--- src/rtl/btb_pkg.sv ---
// Shared BTB types and constants: prediction-queue entry, instruction size,
// BTB address split, and the next-PC helper used by the update controller.
package btb_pkg;

    localparam int unsigned INSTR_BYTES = 4;

    // BTB address split: tag | index | byte offset
    localparam int unsigned BTB_TAG_W = 27;
    localparam int unsigned BTB_IDX_W = 3;
    localparam int unsigned BTB_OFF_W = 2;

    typedef struct packed {
        logic [31:0] pc;
        logic        hit;
        logic [31:0] target;
        logic        taken;
    } pred_entry_t;

    // Sequential fall-through wraps modulo 2^32.
    function automatic logic [31:0] next_pc(
        input logic [31:0] pc,
        input logic        jump,
        input logic [31:0] tgt
    );
        return jump ? tgt : pc + 32'(INSTR_BYTES);
    endfunction

endpackage

--- src/rtl/btb_pred_fifo.sv ---
// In-order prediction FIFO. Ports: push_i/wdata_i, pop_i/rdata_o (head),
// flush_i (wins over push), full_o, empty_o, count_o (occupancy).
module btb_pred_fifo
    import btb_pkg::*;
#(
    parameter int unsigned DEPTH = 4,
    localparam int unsigned PTR_W = $clog2(DEPTH),
    localparam int unsigned CNT_W = PTR_W + 1
) (
    input  logic              clk,
    input  logic              rst_n,
    input  logic              push_i,
    input  pred_entry_t       wdata_i,
    input  logic              pop_i,
    input  logic              flush_i,
    output pred_entry_t       rdata_o,
    output logic              full_o,
    output logic              empty_o,
    output logic [CNT_W-1:0]  count_o
);

    pred_entry_t      mem [DEPTH];
    logic [PTR_W-1:0] wptr_q, rptr_q;
    logic [CNT_W-1:0] cnt_q;
    logic             pop_ok, push_ok;

    assign empty_o = (cnt_q == '0);
    assign full_o  = (cnt_q == CNT_W'(DEPTH));
    assign count_o = cnt_q;
    assign rdata_o = mem[rptr_q];

    // An empty pop is ignored; a full push only lands if a pop frees a slot.
    assign pop_ok  = pop_i && !empty_o;
    assign push_ok = push_i && (!full_o || pop_ok);

    always_ff @(posedge clk) begin
        if (!rst_n) begin
            wptr_q <= '0;
            rptr_q <= '0;
            cnt_q  <= '0;
        end else if (flush_i) begin
            wptr_q <= '0;
            rptr_q <= '0;
            cnt_q  <= '0;
        end else begin
            if (push_ok) wptr_q <= wptr_q + 1'b1;
            if (pop_ok)  rptr_q <= rptr_q + 1'b1;
            cnt_q <= cnt_q + CNT_W'(push_ok) - CNT_W'(pop_ok);
        end
    end

    always_ff @(posedge clk) begin
        if (push_ok && !flush_i) mem[wptr_q] <= wdata_i;
    end

endmodule

--- src/rtl/btb_update_ctrl.sv ---
// BTB resolution: queues fetch predictions, checks them at EX, drives the
// BTB update port and a fetch redirect on mispredict; queue flushes then.
// Ports: if_* push side, ex_* resolve side, update*/mispredicted to the BTB,
// redirect_* to fetch, q_full/q_empty status. Optional BTB_UPDATE_STATS_EN
// adds saturating stat_branches/stat_mispredicts counters.
module btb_update_ctrl
    import btb_pkg::*;
#(
    parameter int unsigned QDEPTH = 4
`ifdef BTB_UPDATE_STATS_EN
   ,parameter int unsigned STAT_W = 32
`endif
) (
    input  logic        clk,
    input  logic        rst_n,
    input  logic        if_fire,
    input  logic [31:0] if_pc,
    input  logic        if_hit,
    input  logic [31:0] if_target,
    input  logic        if_taken,
    input  logic        ex_retire,
    input  logic        ex_is_branch,
    input  logic        ex_taken,
    input  logic [31:0] ex_target,
    output logic        update,
    output logic [31:0] updatePC,
    output logic [31:0] updateTarget,
    output logic        mispredicted,
    output logic        redirect_valid,
    output logic [31:0] redirect_pc,
    output logic        q_full,
    output logic        q_empty
`ifdef BTB_UPDATE_STATS_EN
   ,output logic [STAT_W-1:0] stat_branches
   ,output logic [STAT_W-1:0] stat_mispredicts
`endif
);

    localparam int unsigned CNT_W = $clog2(QDEPTH) + 1;

    pred_entry_t      wr_entry, head;
    logic [CNT_W-1:0] occ;
    logic             pop_v, mis, flush;
    logic [31:0]      pred_npc, act_npc;

    logic        upd_q, upd_d, mis_q, mis_d, rv_q, rv_d;
    logic [31:0] upc_q, upc_d, utgt_q, utgt_d, rpc_q, rpc_d;

    assign wr_entry = '{pc: if_pc, hit: if_hit,
                        target: if_target, taken: if_taken};

    btb_pred_fifo #(.DEPTH(QDEPTH)) u_fifo (
        .clk     (clk),
        .rst_n   (rst_n),
        .push_i  (if_fire),
        .wdata_i (wr_entry),
        .pop_i   (ex_retire),
        .flush_i (flush),
        .rdata_o (head),
        .full_o  (q_full),
        .empty_o (q_empty),
        .count_o (occ)
    );

    // Non-branches still compare: a taken hit on them is an alias mispredict.
    always_comb begin
        pop_v    = ex_retire && (occ != '0);
        pred_npc = next_pc(head.pc, head.hit && head.taken, head.target);
        act_npc  = next_pc(head.pc, ex_is_branch && ex_taken, ex_target);
        mis      = (pred_npc != act_npc);
        flush    = pop_v && mis;
    end

    always_comb begin
        upd_d  = pop_v && ex_is_branch;
        upc_d  = upc_q;
        utgt_d = utgt_q;
        mis_d  = mis_q;
        if (upd_d) begin
            upc_d  = head.pc;
            utgt_d = ex_target;
            mis_d  = mis;
        end
        rv_d  = flush;
        rpc_d = rpc_q;
        if (rv_d) rpc_d = act_npc;
    end

    always_ff @(posedge clk) begin
        if (!rst_n) begin
            upd_q  <= 1'b0;
            upc_q  <= '0;
            utgt_q <= '0;
            mis_q  <= 1'b0;
            rv_q   <= 1'b0;
            rpc_q  <= '0;
        end else begin
            upd_q  <= upd_d;
            upc_q  <= upc_d;
            utgt_q <= utgt_d;
            mis_q  <= mis_d;
            rv_q   <= rv_d;
            rpc_q  <= rpc_d;
        end
    end

    assign update         = upd_q;
    assign updatePC       = upc_q;
    assign updateTarget   = utgt_q;
    assign mispredicted   = mis_q;
    assign redirect_valid = rv_q;
    assign redirect_pc    = rpc_q;

`ifdef BTB_UPDATE_STATS_EN
    logic [STAT_W-1:0] sbr_q, smis_q;

    always_ff @(posedge clk) begin
        if (!rst_n) begin
            sbr_q  <= '0;
            smis_q <= '0;
        end else begin
            if (pop_v && ex_is_branch && sbr_q != '1) sbr_q <= sbr_q + 1'b1;
            if (flush && smis_q != '1) smis_q <= smis_q + 1'b1;
        end
    end

    assign stat_branches    = sbr_q;
    assign stat_mispredicts = smis_q;
`endif

endmodule

--- config.mk ---
export PLATFORM = sky130hd
export DESIGN_NAME = btb_update_ctrl
export DESIGN_NICKNAME = d
export VERILOG_FILES = /design/src/rtl/btb_pkg.sv /design/src/rtl/btb_pred_fifo.sv /design/src/rtl/btb_update_ctrl.sv
export SDC_FILE = /design/constraint.sdc
export NUM_CORES = 1
export LEC_CHECK = 0
export BUFFER_PORTS_ARGS = -buffer_cell sky130_fd_sc_hd__buf_2
export CAP_MARGIN = 20
export CORE_ASPECT_RATIO = 1.2
export CORE_UTILIZATION = 58
export CTS_BUF_LIST = sky130_fd_sc_hd__clkbuf_16
export DETAILED_ROUTE_END_ITERATION = 6
export GPL_TIMING_DRIVEN = 0
export PLACE_DENSITY = 0.89
export SLEW_MARGIN = 25
export SYNTH_ARGS = -nofsm -noshare
export SYNTH_HDL_FRONTEND = slang
export SYNTH_HIERARCHICAL = 1
export SYNTH_SLANG_ARGS = --single-unit
export TNS_END_PERCENT = 100
--- constraint.sdc ---
create_clock -name clk -period 11.7 [get_ports clk]
set_clock_uncertainty 0.15 [all_clocks]
set_input_delay 0 -clock clk [delete_from_list [all_inputs] [get_ports clk]]
set_output_delay 0 -clock clk [all_outputs]
set_load 0.005 [all_outputs]
==> metrics <==
Core Area 28100 µm²; Initial Util 59.4%; cts-stage hold buffer count around 110; synth cell count leaders edfxtp_1, nand2_1, dfxtp_1; CTS root buffer clkbuf_16; Setup crit end kind register; Yosys top cell area share between 40 and 50%; Syn-to-layout area delta 24.2%; final count of negative-setup-slack endpoints 0; register area share after synthesis between 60% and 70%; crit-path max cell delay around 710 ps; area of the multi-input gates slightly above 6000 µm²; DRC 0; Mapped Area about 17000 µm²; worst path cell trace buf_2 > buf_2 > mux4_2 > nand2_1 > buf_2 > buf_1 > buf_1 > a31oi_1 > a2111oi_0 > a2bb2oi_1 > nand4b_1 > o31ai_4 > buf_6 > inv_1 > nor3b_2 > buf_4 > buf_4 > buf_4 > buf_4 > buf_6 > buf_6 > buf_4; initial drt markers ~1700; die area between 20000 and 30000 µm²; DR vias/cell approximately 6.3; layout net count roughly 1800; Final Hold Viols 0; final slew viol count 0; Mapped Cells around 1300; final worst path period share around 70%; Util after Layout about three quarters; WL/cell between 20 and 30 µm; RSZ-0062 raised after global routing no; pin count of the biggest net entering global routing 16; vias in the first global route ~13000; Synth area leader edfxtp_1; HPWL Detailed between 30000 and 40000 µm; pre-CTS WS approximately 3800 ps; antenna viol nets, final 0; setup TNS 0 ps; FP Rows between 60 and 70; Mapped Nets between 1000 and 1500; Slew HR roughly two fifths; crit path launch type register; worst path required time 11770 ps; Tmin final just over 8000 ps; Worst Path Max Fanout 10; CP max-delay cell a2111oi_0; Worst Path Arrival 8370 ps; gr usage total between 30% and 40%; CTS Sinks 372; overall power approximately 4.5 mW; first-pass GRT wire length between 70000 and 80000 µm; Min-Delay Path Class primary input to register; layout cells sized above 1 24.1%; Synth Area per Inst around 13 µm²; flops & latches, synth between 300 and 400; Pwr Density roughly 220 nW/µm²; Synth area leaders edfxtp_1, dfxtp_1, mux4_2; Worst Max-Slew Pin Slew between 800 and 900 ps; Top FF cell, synth edfxtp_1; Cell variety after synth 79; Post-synth EDFFs roughly 260; global route total overflow 0; cell repeated most along the worst path buf_4; Max Cap Viol 0; chip width between 150 and 200 µm; CTS clk-pin slew, worst paths around 70 ps; post-route setup slack ~3400 ps; dpl cell area 18500 µm²; highest clock rate around 120 MHz; most frequent cell after synthesis edfxtp_1; # IOs approximately 210; DRT Pass-1 Iters 7; Leakage about 7.7 nW; Resize count post-CTS 0; worst-skew pair later-pin latency around 530 ps; antenna violations before repair 2; Post-Route WL approximately 53000 µm; Max clock buf depth 3; Reg area approximately 10000 µm²; postcts setup bufs 0; Peak supply drop about 190 µV; Async S/R FF share, synth 0%; design area 20700 µm²; number of H-tree levels 2; Port Buf Inserts around 200; Yosys warning count 6; CTS tree done; CTS Buf Count 35; die height 188 µm; status completed; FILL cells approximately 1700; Final GP Congestion 0.968; vias post-DR approximately 13000; worst setup path class register to register
==> placed cells by master (no fill, tap or decap), drive strengths merged, types with 4 or more instances in the layout <==
| master | instances |
|---|---|
| and3 | 5 |
| xor2 | 27 |
| o221ai | 6 |
| nand2 | 218 |
| edfxtp | 264 |
| clkinv | 13 |
| a211oi | 7 |
| xnor3 | 8 |
| mux2i | 34 |
| a31oi | 10 |
| o211ai | 33 |
| and4 | 8 |
| a221o | 6 |
| dfxtp | 108 |
| nand2b | 8 |
| and2 | 8 |
| inv | 33 |
| buf | 282 |
| a221oi | 4 |
| o21ai | 18 |
| nor3b | 7 |
| o31ai | 7 |
| nor4 | 12 |
| nand3 | 21 |
| nor2 | 35 |
| mux4 | 66 |
| a21oi | 87 |
| a22oi | 4 |
| a2111oi | 5 |
| nor3 | 13 |
| nand4b | 4 |
| nand4 | 16 |
| ha | 6 |
| dlygate4sd3 | 106 |
| xnor2 | 55 |
| clkbuf | 88 |
| or4 | 4 |
==> final timing paths <==
path                                     start                            to  slack [ps]  cells after the start
hold / removal                    ex_is_branch             update$_SDFF_PN0_          50                      4
hold reg to reg   updateTarget[4]$_SDFFE_PN0P_  updateTarget[4]$_SDFFE_PN0P_         310                      2
setup reg to reg                      register   u_fifo/mem[3][35]$_DFFE_PP_        3400                     22
setup / recovery                      register   u_fifo/mem[3][35]$_DFFE_PP_        3400                     22
==> layout make-up <==
class,count,share of cell area [%]
Buffer,91,2.14
Clock inverter,25,0.815
Sequential cell,372,48.7
Inverter,23,0.416
Antenna cell,1,0.0121
Multi-Input combinational cell,785,29.4
Tap cell,379,2.29
Timing Repair Buffer,346,11.6
Clock buffer,39,4.71
==> where the power goes <==
part | internal [mW] | switching, mW
Sequential | 1.59 | 0.0792
Combinational | 0.682 | 1.00
Clock | 0.645 | 0.489
==> flip-flops by register name, summed over array words and instances, names as in the netlist, named ones only <==
name	count
updateTarget	32
u_fifo/count_o	3
redirect_pc	32
u_fifo/rptr_q	2
mispredicted	1
u_fifo/mem	264
update	1
u_fifo/wptr_q	2
redirect_valid	1
updatePC	32
==> critical path, delay by kind of cell (launching register included) <==
kind                   cells  cell delay, ps
AO/OA/AOI/OAI              4            1660
buffers and inverters     14            4080
flip-flops                 1             390
multiplexers               1             490
AND/OR/NAND/NOR            3            1160
==> per-layer routing <==
metal	global-route usage (%)	wire (µm)	vias to the layer above
li1	-	-	5538
met1	43.5	18400	6280
met2	61.9	26200	946
met3	6.31	4910	220
met4	20.1	3300	2
met5	0	12	-
==> cells by family after synthesis <==
logic type / count (synthesis) / synth area share, %
flops: 372 / 60.4
simple gates: 369 / 10.6
compound gates: 216 / 8.67
buf+inv: 114 / 3.18
mux: 103 / 11.1
xor+xnor: 90 / 5.38
fa+ha+maj: 7 / 0.570
==> stage by stage <==
stage / std cells / hold slack (ps)
4_1_cts: 2060 / 31.0
3_5_place_dp: 1890 / 64.7
2_1_floorplan: 1271 / -51.1
3_3_place_gp: 1851 / 59.9
5_1_grt: 2061 / 76.0
6_report: 2061 / 49.7
Note: power is estimated with default switching activity, not from simulation.
